<file path="src/rtl/chroma_key_compositor.sv">
`default_nettype none
// ============================================================================
//  Module      : chroma_key_compositor
//  Description : Green-screen keying stage for an RGB pixel stream. Key
//                pixels are replaced according to a per-frame mode. Key
//                pixels are counted per frame, and the count is reported
//                together with a completed-frame counter.
//  Revision    : 1.0 - initial release
// ============================================================================
module chroma_key_compositor #(
    parameter int DATA_W = 10,
    parameter int CNT_W  = 32
) (
    input  logic              iCLK,
    input  logic              iRST,
    input  logic [DATA_W-1:0] iR,
    input  logic [DATA_W-1:0] iG,
    input  logic [DATA_W-1:0] iB,
    input  logic              iDVAL,
    input  logic              iFVAL,
    input  logic [DATA_W-1:0] iBG_R,
    input  logic [DATA_W-1:0] iBG_G,
    input  logic [DATA_W-1:0] iBG_B,
    input  logic [1:0]        iMODE,
    input  logic [DATA_W-1:0] iG_MIN,
    input  logic [DATA_W-1:0] iMARGIN,
    output logic [DATA_W-1:0] oR,
    output logic [DATA_W-1:0] oG,
    output logic [DATA_W-1:0] oB,
    output logic              oDVAL,
    output logic              oKEY,
    output logic [CNT_W-1:0]  oKEY_COUNT,
    output logic              oFRAME_DONE,
    output logic [CNT_W-1:0]  oFRAME_COUNT
);

    localparam logic [1:0]        c_MODE_PASS  = 2'd0;
    localparam logic [1:0]        c_MODE_BLACK = 2'd1;
    localparam logic [1:0]        c_MODE_BG    = 2'd2;
    localparam logic [1:0]        c_MODE_MASK  = 2'd3;
    localparam logic [DATA_W-1:0] c_ONES       = {DATA_W{1'b1}};
    localparam logic [CNT_W-1:0]  c_CNT_MAX    = {CNT_W{1'b1}};

    // Shadow controls and frame-start detection
    logic              r_fval_prev;
    logic [1:0]        r_mode;
    logic [DATA_W-1:0] r_gmin;
    logic [DATA_W-1:0] r_margin;
    logic              r_armed;
    logic              w_rise;
    logic [DATA_W-1:0] w_margin;
    logic [DATA_W:0]   w_sr;
    logic [DATA_W:0]   w_sb;

    // Stage 1
    logic [DATA_W-1:0] r_r1, r_g1, r_b1;
    logic [DATA_W-1:0] r_bgr1, r_bgg1, r_bgb1;
    logic [DATA_W:0]   r_sr1, r_sb1;
    logic              r_dv1, r_fv1;

    // Stage 2
    logic [DATA_W-1:0] r_r2, r_g2, r_b2;
    logic [DATA_W-1:0] r_bgr2, r_bgg2, r_bgb2;
    logic              r_key2, r_dv2, r_fv2;
    logic [1:0]        r_mode2;
    logic              w_key;

    // Stage 3 / counting
    logic [DATA_W-1:0] w_or, w_og, w_ob;
    logic              r_fv3;
    logic [CNT_W-1:0]  r_acc;
    logic              w_inc;
    logic [CNT_W-1:0]  w_acc_sum;
    logic              w_fd_fall;

    assign w_rise = iFVAL & ~r_fval_prev;
    // The pixel arriving with the frame-start edge already uses the new margin
    assign w_margin = w_rise ? iMARGIN : r_margin;
    assign w_sr     = {1'b0, iR} + {1'b0, w_margin};
    assign w_sb     = {1'b0, iB} + {1'b0, w_margin};

    // Capture run-time controls at frame start so one frame sees one setting
    always_ff @(posedge iCLK or posedge iRST) begin
        if (iRST) begin
            r_fval_prev <= 1'b1;
            r_mode      <= c_MODE_PASS;
            r_gmin      <= c_ONES;
            r_margin    <= '0;
            r_armed     <= 1'b0;
        end else begin
            r_fval_prev <= iFVAL;
            if (w_rise) begin
                r_mode   <= iMODE;
                r_gmin   <= iG_MIN;
                r_margin <= iMARGIN;
                r_armed  <= 1'b1;
            end
        end
    end

    // Stage 1: register pixel/background/valids and the widened threshold sums
    always_ff @(posedge iCLK or posedge iRST) begin
        if (iRST) begin
            r_r1   <= '0;
            r_g1   <= '0;
            r_b1   <= '0;
            r_bgr1 <= '0;
            r_bgg1 <= '0;
            r_bgb1 <= '0;
            r_sr1  <= '0;
            r_sb1  <= '0;
            r_dv1  <= 1'b0;
            r_fv1  <= 1'b1;
        end else begin
            r_r1   <= iR;
            r_g1   <= iG;
            r_b1   <= iB;
            r_bgr1 <= iBG_R;
            r_bgg1 <= iBG_G;
            r_bgb1 <= iBG_B;
            r_sr1  <= w_sr;
            r_sb1  <= w_sb;
            r_dv1  <= iDVAL;
            r_fv1  <= iFVAL;
        end
    end

    // Key decision; bubbles are never key, and passthrough mode never keys
    assign w_key = r_dv1 && (r_g1 >= r_gmin) &&
                   ({1'b0, r_g1} > r_sr1) && ({1'b0, r_g1} > r_sb1) &&
                   (r_mode != c_MODE_PASS);

    // Stage 2: register the key decision with the mode it was made under
    always_ff @(posedge iCLK or posedge iRST) begin
        if (iRST) begin
            r_r2    <= '0;
            r_g2    <= '0;
            r_b2    <= '0;
            r_bgr2  <= '0;
            r_bgg2  <= '0;
            r_bgb2  <= '0;
            r_key2  <= 1'b0;
            r_dv2   <= 1'b0;
            r_fv2   <= 1'b1;
            r_mode2 <= c_MODE_PASS;
        end else begin
            r_r2    <= r_r1;
            r_g2    <= r_g1;
            r_b2    <= r_b1;
            r_bgr2  <= r_bgr1;
            r_bgg2  <= r_bgg1;
            r_bgb2  <= r_bgb1;
            r_key2  <= w_key;
            r_dv2   <= r_dv1;
            r_fv2   <= r_fv1;
            r_mode2 <= r_mode;
        end
    end

    // Output pixel selection
    always_comb begin
        w_or = r_r2;
        w_og = r_g2;
        w_ob = r_b2;
        if (r_mode2 == c_MODE_MASK) begin
            w_or = r_key2 ? c_ONES : '0;
            w_og = r_key2 ? c_ONES : '0;
            w_ob = r_key2 ? c_ONES : '0;
        end else if (r_key2) begin
            case (r_mode2)
                c_MODE_BLACK: begin
                    w_or = '0;
                    w_og = '0;
                    w_ob = '0;
                end
                c_MODE_BG: begin
                    w_or = r_bgr2;
                    w_og = r_bgg2;
                    w_ob = r_bgb2;
                end
                default: begin
                    w_or = r_r2;
                    w_og = r_g2;
                    w_ob = r_b2;
                end
            endcase
        end
    end

    // Stage 3: registered outputs and the output-aligned frame valid (fd)
    always_ff @(posedge iCLK or posedge iRST) begin
        if (iRST) begin
            oR    <= '0;
            oG    <= '0;
            oB    <= '0;
            oDVAL <= 1'b0;
            oKEY  <= 1'b0;
            r_fv3 <= 1'b1;
        end else begin
            oR    <= w_or;
            oG    <= w_og;
            oB    <= w_ob;
            oDVAL <= r_dv2;
            oKEY  <= r_key2;
            r_fv3 <= r_fv2;
        end
    end

    assign w_inc     = oDVAL & oKEY & r_fv3;
    assign w_acc_sum = (w_inc && (r_acc != c_CNT_MAX)) ? r_acc + CNT_W'(1) : r_acc;
    // fd is about to fall: the snapshot includes the last fd=1 pixel now on the outputs,
    // and the pulse appears in the first output cycle with fd=0
    assign w_fd_fall = r_fv3 & ~r_fv2;

    // Saturating per-frame key count and frame-end reporting
    always_ff @(posedge iCLK or posedge iRST) begin
        if (iRST) begin
            r_acc        <= '0;
            oKEY_COUNT   <= '0;
            oFRAME_COUNT <= '0;
            oFRAME_DONE  <= 1'b0;
        end else begin
            oFRAME_DONE <= 1'b0;
            if (w_fd_fall) begin
                r_acc <= '0;
                if (r_armed) begin
                    oKEY_COUNT   <= w_acc_sum;
                    oFRAME_DONE  <= 1'b1;
                    oFRAME_COUNT <= oFRAME_COUNT + CNT_W'(1);
                end
            end else begin
                r_acc <= w_acc_sum;
            end
        end
    end

endmodule
`default_nettype wire
</file>
<file path="config.mk">
export PLATFORM = sky130hd
export DESIGN_NAME = chroma_key_compositor
export DESIGN_NICKNAME = d
export VERILOG_FILES = /design/src/rtl/chroma_key_compositor.sv
export SDC_FILE = /design/constraint.sdc
export NUM_CORES = 1
export LEC_CHECK = 0
export BUFFER_PORTS_ARGS = -buffer_cell sky130_fd_sc_hd__buf_2
export CORE_MARGIN = 2
export CORE_UTILIZATION = 35
export DETAILED_ROUTE_END_ITERATION = 8
export PLACE_DENSITY = 0.62
export SLEW_MARGIN = 20
export SYNTH_ARGS = -nofsm -noshare
export SYNTH_HDL_FRONTEND = slang
export SYNTH_SLANG_ARGS = --single-unit
</file>
<file path="constraint.sdc">
create_clock -name iCLK -period 10.2 [get_ports iCLK]
set_input_delay 1.53 -clock iCLK [delete_from_list [all_inputs] [get_ports iCLK]]
set_output_delay 1.53 -clock iCLK [all_outputs]
set_load 0.005 [all_outputs]
</file>
======== Yosys cells after proc, flatten, opt, wreduce, memory -nomap -nowiden ========
Index checks and enable logic that the tools add are counted.
W data, S select, Z words.
storage, ports and cells
  register bits after elaboration ......... 302
  input bits .............................. 86
  output and inout port bits .............. 97
  logic and storage cells ................. 73
operators by class
  add/sub/neg operators ................... 4
  order comparisons ....................... 3
  eq/ne operators ......................... 4
  muxes and demuxes ....................... 15
  bitwise logic cells ..................... 6
  reductions and logical operators ........ 7
operators by type and width
  cell                     count
  $mux W10                 8
  $add A32 B1 Y32 const B  2
  $mux W32                 2
  $pmux W10 S2             3
  $ne A32 B32 Y1 const B   1
  $add A10 B10 Y11         2
  $gt A10 B11 Y1           2
  $ge A10 B10 Y1           1
  $logic_and A1 B1 Y1      5
  $and A1 B1 Y1            4
  $eq A2 B2 Y1 const B     2
  $eq A2 B1 Y1 const B     1
  $mux W1                  2
  $not A1 Y1               2
  $reduce_and A2 Y1        1
  $reduce_bool A2 Y1       1

======== Depth between registers and ports, before layout ========
Gate-level depths: netlist (run 1).
  depth in word-level cells ............... 5
  gate-level depth with buffers ........... 12
  mapped depth without buffers ............ 10

======== Worst setup path after synthesis (run 1) ========
Ideal clock, no wire load.
  kind .................................... input -> register
  start point ............................. input iFVAL
  end point ............................... register r_sb1[9]
  library setup time ...................... 69 ps
  data arrival time ....................... 3835 ps
  data required time ...................... 10131 ps
  path slack .............................. 6296 ps
  stages on the path ...................... 10
  buffers on the path ..................... 2
  cells stage by stage .................... nor2b_1 -> clkbuf_1 -> buf_1 -> mux2_2 -> ha_1 -> nand3_1 -> o211ai_1 -> or4_1 -> a211o_1 -> nand3_1
on the way
  cells in the longest elaborated chain, start to end .. 3
RTL lines
  element                 line  text
  start: declaration      20    input logic iFVAL,
  $and A1 B1 Y1           76    assign w_rise = iFVAL & ~r_fval_prev;
  $mux W10                --
  net w_margin[3]         51    logic [DATA_W-1:0] w_margin;
  $add A10 B10 Y11        80    assign w_sb = {1'b0, iB} + {1'b0, w_margin};
  net w_sb[9]             53    logic [DATA_W:0] w_sb;
  end signal: assignment  122   r_sb1 <= w_sb;
  end: declaration        58    logic [DATA_W:0] r_sr1, r_sb1;
The timed path passes the listed nets, and every way through them passes these cells.
A chain may end at the register's enable or synchronous reset.

======== Final worst setup path (run 1) ========
  start point ............................. input iFVAL
  end point ............................... register r_sb1[10]
The elaborated chain is that of the path after synthesis.

==> results of run 1 <==
-- power breakdown --
group	switching (mW)	internal [mW]	leakage, nW	total, mW
combinational	0.215	0.159	2.55	0.374
clock	0.473	0.696	0.531	1.17
sequential	0.0465	1.30	3.72	1.35
total	0.735	2.16	6.80	2.89
-- critical path, delay by kind of cell --
family / cells / cell delay [ns]
and+or+nand+nor: 2 / 0.19
muxes: 1 / 0.41
AOI/OAI and AO/OA: 4 / 1.01
adders and majority gates: 2 / 0.42
buffers and inverters: 3 / 0.50
-- logic make-up after synthesis --
| kind of cell | after synthesis | synth area share |
|---|---|---|
| simple gates | 290 | 0.125 |
| fa+ha+maj | 56 | 0.0598 |
| xor+xnor | 63 | 0.0461 |
| mux | 17 | 0.0156 |
| compound gates | 194 | 0.0952 |
| buf+inv | 78 | 0.0260 |
| flops | 302 | 0.633 |
-- per-layer routing --
layer / GRT usage / vias up / routed length [microns]
li1: - / 3872 / -
met1: 0.207 / 3877 / 12000
met2: 0.257 / 221 / 13000
met3: 0.0332 / 44 / 1830
met4: 0.0418 / 2 / 667
met5: 0 / - / 11
-- cell type report --
type,count,area [sq um],share of cell area
multi-input combinational,620,4110,0.284
sequential,302,7570,0.524
clock inverter,18,204,0.0141
tap,448,561,0.0388
clock buffer,40,860,0.0595
inverter,45,176,0.0122
timing repair buffer,187,961,0.0665
antenna,5,12.5,0.000866
-- metrics by stage --
step / hold slack (ns) / area [sq um]
final: 0.344 / 14500
after global routing: 0.351 / 14400
after CTS: 0.346 / 14400
after detailed placement: 0.335 / 13400
after global placement: 0.332 / 13400
after floorplan: 0.331 / 12000
-- registers in the layout, indices dropped and copies added (netlist names), 11 cells and up --
register / cells
oKEY_COUNT: 32
r_sr1: 11
oFRAME_COUNT: 32
r_acc: 32
r_sb1: 11
-- how the worst max path moves through the flow --
stage | start | endpoint | slack [ns] | cells after the start
2_1_floorplan | iRST | oB[0]$_DFF_PP0_ | 0.35 | 1
3_3_place_gp | iFVAL | r_sb1[10]$_DFF_PP0_ | 6.09 | 12
3_5_place_dp | iFVAL | r_sb1[10]$_DFF_PP0_ | 5.97 | 12
4_1_cts | iFVAL | r_sb1[10]$_DFF_PP0_ | 6.51 | 12
5_1_grt | iFVAL | r_sb1[10]$_DFF_PP0_ | 6.29 | 12
6_report | iFVAL | r_sb1[10]$_DFF_PP0_ | 6.52 | 12
-- cell usage in the layout, fill, tap and decap left out, drive strengths merged, types with 12 or more instances in the layout --
master and instances:
o21ai 80, and4 14, clkbuf 40, nand4 23, a211oi 12, xnor2 52
dfstp 13, nand3 30, nor2 56, nand2 98, a21oi 63, buf 187
ha 54, mux2 13, clkinv 13, nor3 12, dfrtp 289, inv 45
==> metrics.log, run 1 <==
[metrics] status: finished, final reports clean
[metrics] number of global-route vias before repair: 8219
[metrics] largest vdd supply drop: 0.146 mV
[metrics] number of standard-cell rows in the floorplan: 67
[metrics] minimum setup slack in the final design: 6.52 ns
[metrics] Hold Buf Count CTS: 0
[metrics] worst setup path class: input port to flip-flop
[metrics] clock transition time at the flip-flop clock pins of the worst setup and hold paths: 0.07 ns
[metrics] CP peak stage delay: 0.48 ns
[metrics] overall power after layout: 2.89 mW
[metrics] die height: 189 microns
[metrics] count of nets left with antenna violations after detail routing: 0
[metrics] total CTS buffers: 31
[metrics] total count of hold-check failures in the final report: 0
[metrics] number of max-slew violations in the final report: 0
[metrics] Maximum Capacitance Violations: 0
[metrics] drc violations: 0
[metrics] Place WS: 5.97 ns
[metrics] Crit path required time: 10.60 ns
[metrics] post-synthesis to final-layout area growth: 20.7%
[metrics] Reg2Reg Setup Slack: 6.79 ns
[metrics] CORE AREA: 33600 sq um
[metrics] first-pass GRT wire length: 44500 microns
[metrics] cell with the most instances after synthesis: sky130_fd_sc_hd__dfrtp_1
[metrics] count of state elements after synthesis: 302
[metrics] instance count of the mapped netlist: 1000
[metrics] Reg-to-Reg End: oFRAME_COUNT[31]$_DFFE_PP0P_
[metrics] leading register cell type out of synthesis: sky130_fd_sc_hd__dfrtp_1
[metrics] Unique masters post-synth: 65
[metrics] number of vias per cell: 4.81
[metrics] effective utilization at floorplan: 0.356
[metrics] number of buffers on the longest clock path: 3
[metrics] non-filler cells, final: 1665
[metrics] wire length per cell after detailed routing: 16.5 microns
[metrics] CP max-delay cell: sky130_fd_sc_hd__o41ai_1
[metrics] total of warnings raised by yosys: 0
[metrics] number of ports placed on the die boundary: 183
[metrics] drt pass-1 iters: 5
[metrics] global-route usage over all layers: 0.155
[metrics] Critical Path End Type: flip-flop
[metrics] final critical-path required period: 3.68 ns
[metrics] final weighted congestion in routability-driven placement: 0.880
[metrics] routed vias: 8016
[metrics] list of most frequent post-synthesis cells: sky130_fd_sc_hd__dfrtp_1, sky130_fd_sc_hd__nand2_1, sky130_fd_sc_hd__o21ai_0
[metrics] per-instance average area after synthesis: 12.0 sq um
[metrics] final setup violating endpoints: 0
[metrics] kind of path behind the tightest hold check: flip-flop to flip-flop
[metrics] cell accounting for the most synthesized area: sky130_fd_sc_hd__dfrtp_1
[metrics] pin count of the biggest net entering global routing: 163
[metrics] nets@finish: 1329
[metrics] depth of the CTS H-tree: 1
[metrics] setup repair after global routing missed its margin: no
[metrics] initial detailed-routing violation count: 443
[metrics] aggregate negative setup slack: 0 ns
[metrics] transition time at the pin with the least slew margin: 1.01 ns
[metrics] Port Buffers: 182
[metrics] DIE AREA: 35700 sq um
[metrics] number of gates resized after cts: 0
[metrics] Core Util, Final: 0.430
[metrics] signal arrival time at the worst endpoint: 4.09 ns
[metrics] top post-synthesis cells by area: sky130_fd_sc_hd__dfrtp_1, sky130_fd_sc_hd__ha_1, sky130_fd_sc_hd__xnor2_1
[metrics] reg-to-reg startpoint: r_fv3$_DFF_PP1_
[metrics] share of the cycle needed by the critical path after routing: 0.361
[metrics] antenna violations before repair: 5
[metrics] TritonCTS clock tree: done
[metrics] dpl hpwl: 19200 microns
[metrics] sum of overflow across all layers after global routing: 0
[metrics] fmax: 272 MHz
[metrics] Clk Tree Root Cell: sky130_fd_sc_hd__clkbuf_16
[metrics] share of the yosys chip area belonging to registers: 0.633
[metrics] synthesized area: 12000 sq um
[metrics] length in cells of the worst reg-to-reg path: 7
[metrics] Synth Net Count: 1142
[metrics] cell count of the worst hold path: 0
[metrics] remaining max-slew budget at the tightest pin: 0.319
[metrics] share of Yosys cell area claimed by the top area cell type: 0.604
[metrics] EDFF count, synth: 0
[metrics] PD cells: 200 nW/um^2
[metrics] start point of the worst hold path: r_r1[3]$_DFF_PP0_
[metrics] fill cell instance count of the final layout: 3183
[metrics] # Post-CTS Setup Buffers: 0
[metrics] clock skew after layout: 0.0119 ns
[metrics] most used cell, CP: sky130_fd_sc_hd__o21ai_0
[metrics] Horiz. Die Dim: 189 microns
[metrics] CTS Sinks: 302
[metrics] CP max FO: 32
[metrics] leakage component of the power: 6.80 nW
[metrics] insertion delay of the later-clocked pin in the worst-skew pair: 0.56 ns
[metrics] overall routed net length: 27500 microns
[metrics] list of cells traversed by the critical path: buf_2, nor2b_2, buf_4, mux2_2, ha_1, inv_1, fa_1, nor2b_1, o21ai_0, a21oi_1, o41ai_1, o21ai_0
[metrics] cell count after placement: 1602
[metrics] fraction of final layout cells sized beyond drive strength 1: 0.240
[metrics] post-synthesis async set-or-reset flop share: 1.00
[metrics] Worst Setup Start Kind: input port
[metrics] worst hold endpoint: r_r2[3]$_DFF_PP0_
Note: power is estimated with default switching activity, not from simulation.
==> run 2: changes to the inputs <==
==> constraint.sdc (replaced) <==
create_clock -name iCLK -period 3.3 [get_ports iCLK]
set_input_delay 0.495 -clock iCLK [delete_from_list [all_inputs] [get_ports iCLK]]
set_output_delay 0.495 -clock iCLK [all_outputs]
set_load 0.005 [all_outputs]
==> metrics.log, run 2 (synthesized netlist as in run 1, its figures left out) <==
[metrics] CP max FO: 6
[metrics] fmax: 353 MHz
[metrics] total CTS buffers: 35
[metrics] initial detailed-routing violation count: 316
[metrics] most frequent cells in the layout: sky130_fd_sc_hd__dfrtp_1, sky130_fd_sc_hd__buf_2, sky130_fd_sc_hd__nand2_1, sky130_fd_sc_hd__o21ai_0, sky130_fd_sc_hd__a21oi_1
[metrics] number of standard-cell rows in the floorplan: 67
[metrics] setup repair after global routing missed its margin: no
[metrics] Multi-input gate area: 4100 sq um
[metrics] Crit path required time: 3.67 ns
[metrics] number of max-slew violations in the final report: 0
[metrics] largest vdd supply drop: 0.455 mV
[metrics] aggregate negative setup slack: 0 ns
[metrics] final critical-path required period: 2.84 ns
[metrics] Clk Tree Root Cell: sky130_fd_sc_hd__clkbuf_16
[metrics] most common cell after layout, fill and taps aside: sky130_fd_sc_hd__dfrtp_1
[metrics] list of cells traversed by the critical path: nor2b_2, mux2_2, ha_1, inv_1, fa_1, nor2b_1, o21ai_0, a21oi_1, o41ai_1, o21ai_0
[metrics] Horiz. Die Dim: 189 microns
[metrics] net switching fraction of the power: 0.257
[metrics] minimum setup slack in the final design: 0.465 ns
[metrics] final weighted congestion in routability-driven placement: 0.878
[metrics] nets@finish: 1340
[metrics] CP max-delay cell: sky130_fd_sc_hd__o41ai_1
[metrics] drt pass-1 iters: 7
[metrics] TritonCTS clock tree: done
[metrics] sum of overflow across all layers after global routing: 0
[metrics] Clock power frac: 0.407
[metrics] kind of path behind the tightest hold check: input port to flip-flop
[metrics] total count of hold-check failures in the final report: 0
[metrics] most used cell, CP: sky130_fd_sc_hd__o21ai_0
[metrics] worst setup path class: flip-flop to flip-flop
[metrics] die height: 189 microns
[metrics] transition time at the pin with the least slew margin: 0.578 ns
[metrics] Hold Buf Count CTS: 0
[metrics] CP peak stage delay: 0.45 ns
[metrics] signal arrival time at the worst endpoint: 3.20 ns
[metrics] routed vias: 8063
[metrics] number of gates resized after cts: 0
[metrics] Place WS: 0.159 ns
[metrics] Critical Path End Type: flip-flop
[metrics] final setup violating endpoints: 0
[metrics] final hold slack: 0.0871 ns
[metrics] first-pass GRT wire length: 44900 microns
[metrics] number of global-route vias before repair: 8379
[metrics] portion of total power attributed to combinational logic: 0.130
[metrics] number of vias per cell: 4.82
[metrics] clock skew after layout: 0.0136 ns
[metrics] antenna violations before repair: 4
[metrics] leakage component of the power: 6.85 nW
[metrics] relative contribution of sequential cells to total power: 0.464
[metrics] number of buffers on the longest clock path: 3
[metrics] Maximum Capacitance Violations: 0
[metrics] non-filler cells, final: 1672
[metrics] effective utilization at floorplan: 0.356
[metrics] drc violations: 0
[metrics] PD cells: 617 nW/um^2
[metrics] DIE AREA: 35700 sq um
[metrics] status: finished, final reports clean
[metrics] wire length per cell after detailed routing: 16.3 microns
[metrics] internal power of the cells: 6.67 mW
[metrics] power spent charging and discharging nets: 2.31 mW
[metrics] pin count of the biggest net entering global routing: 198
[metrics] fill cell instance count of the final layout: 3155
[metrics] clock transition time at the flip-flop clock pins of the worst setup and hold paths: 0.06 ns
[metrics] count of nets left with antenna violations after detail routing: 0
[metrics] Sequential Area: 7570 sq um
[metrics] fraction of final layout cells sized beyond drive strength 1: 0.245
[metrics] Placed Instance Area: 13400 sq um
[metrics] share of the cycle needed by the critical path after routing: 0.859
[metrics] CTS Sinks: 302
[metrics] post-layout instance area: 14600 sq um
[metrics] Top Registers: oFRAME_COUNT x32, oKEY_COUNT x32, r_acc x32
[metrics] post-synthesis to final-layout area growth: 21.6%
[metrics] insertion delay of the later-clocked pin in the worst-skew pair: 0.51 ns
[metrics] remaining max-slew budget at the tightest pin: 0.614
[metrics] global-route usage over all layers: 0.158
[metrics] CORE AREA: 33600 sq um
[metrics] Worst Setup Start Kind: flip-flop
[metrics] overall routed net length: 27300 microns
[metrics] Port Buffers: 182
[metrics] number of ports placed on the die boundary: 183
[metrics] cell count after placement: 1608
[metrics] dpl hpwl: 19200 microns
[metrics] # Post-CTS Setup Buffers: 0
[metrics] depth of the CTS H-tree: 2
## run 2: power by group through the flow
stage | Sequential [mW] | Combinational, mW | Clock [mW]
final | 4.17 | 1.17 | 3.65
after global routing | 4.21 | 1.36 | 3.94
after CTS | 4.17 | 1.19 | 3.78
after detailed placement | 4.24 | 1.18 | 0
after global placement | 4.23 | 1.15 | 0
after floorplan | 4.21 | 0.767 | 0
## run 2: per-stage QoR
step	total power, mW	util
2_1_floorplan	4.98	-
3_3_place_gp	5.38	0.399
3_5_place_dp	5.41	0.399
4_1_cts	9.14	0.432
5_1_grt	9.50	0.433
6_report	8.99	0.433
## run 2: area by class of cell
cell class | instances | area share
Inverter | 45 | 0.0119
Clock buffer | 47 | 0.0687
Clock inverter | 15 | 0.00722
Tap cell | 448 | 0.0385
Timing Repair Buffer | 194 | 0.0718
Sequential cell | 302 | 0.520
Multi-Input combinational cell | 620 | 0.282
Antenna cell | 1 | 0.000172
## run 2: path summary, 6_finish.rpt
kind	start	to	slack (ns)	cells after the start
min in group asynchronous	iRST	r_bgr1[9]$_DFF_PP0_	0.15	3
hold reg to reg	r_r1[7]$_DFF_PP0_	r_r2[7]$_DFF_PP0_	0.34	0
setup / recovery	r_fv1$_DFF_PP1_	r_sr1[10]$_DFF_PP0_	0.46	10
setup reg to reg	r_fv1$_DFF_PP1_	r_sr1[10]$_DFF_PP0_	0.46	10
max in group asynchronous	iRST	r_gmin[2]$_DFFE_PP1N_	2.22	4
hold / removal	iG[7]	r_g1[7]$_DFF_PP0_	0.09	1
## run 2: worst max-delay path: cells and delay by family (launching register included)
kind	cells	cell delay, ns
AND/OR/NAND/NOR	2	0.44
multiplexers	1	0.42
buffers and inverters	1	0.07
AO/OA/AOI/OAI	4	0.97
adder cells (fa/ha/maj)	2	0.41
flip-flops	1	0.37
## run 2: routing by layer
layer	track usage	wire, microns	up-vias
li1	-	-	3881
met3	0.0332	1530	54
met5	0	27	-
met1	0.208	12000	3919
met4	0.0481	673	4
met2	0.261	13000	205
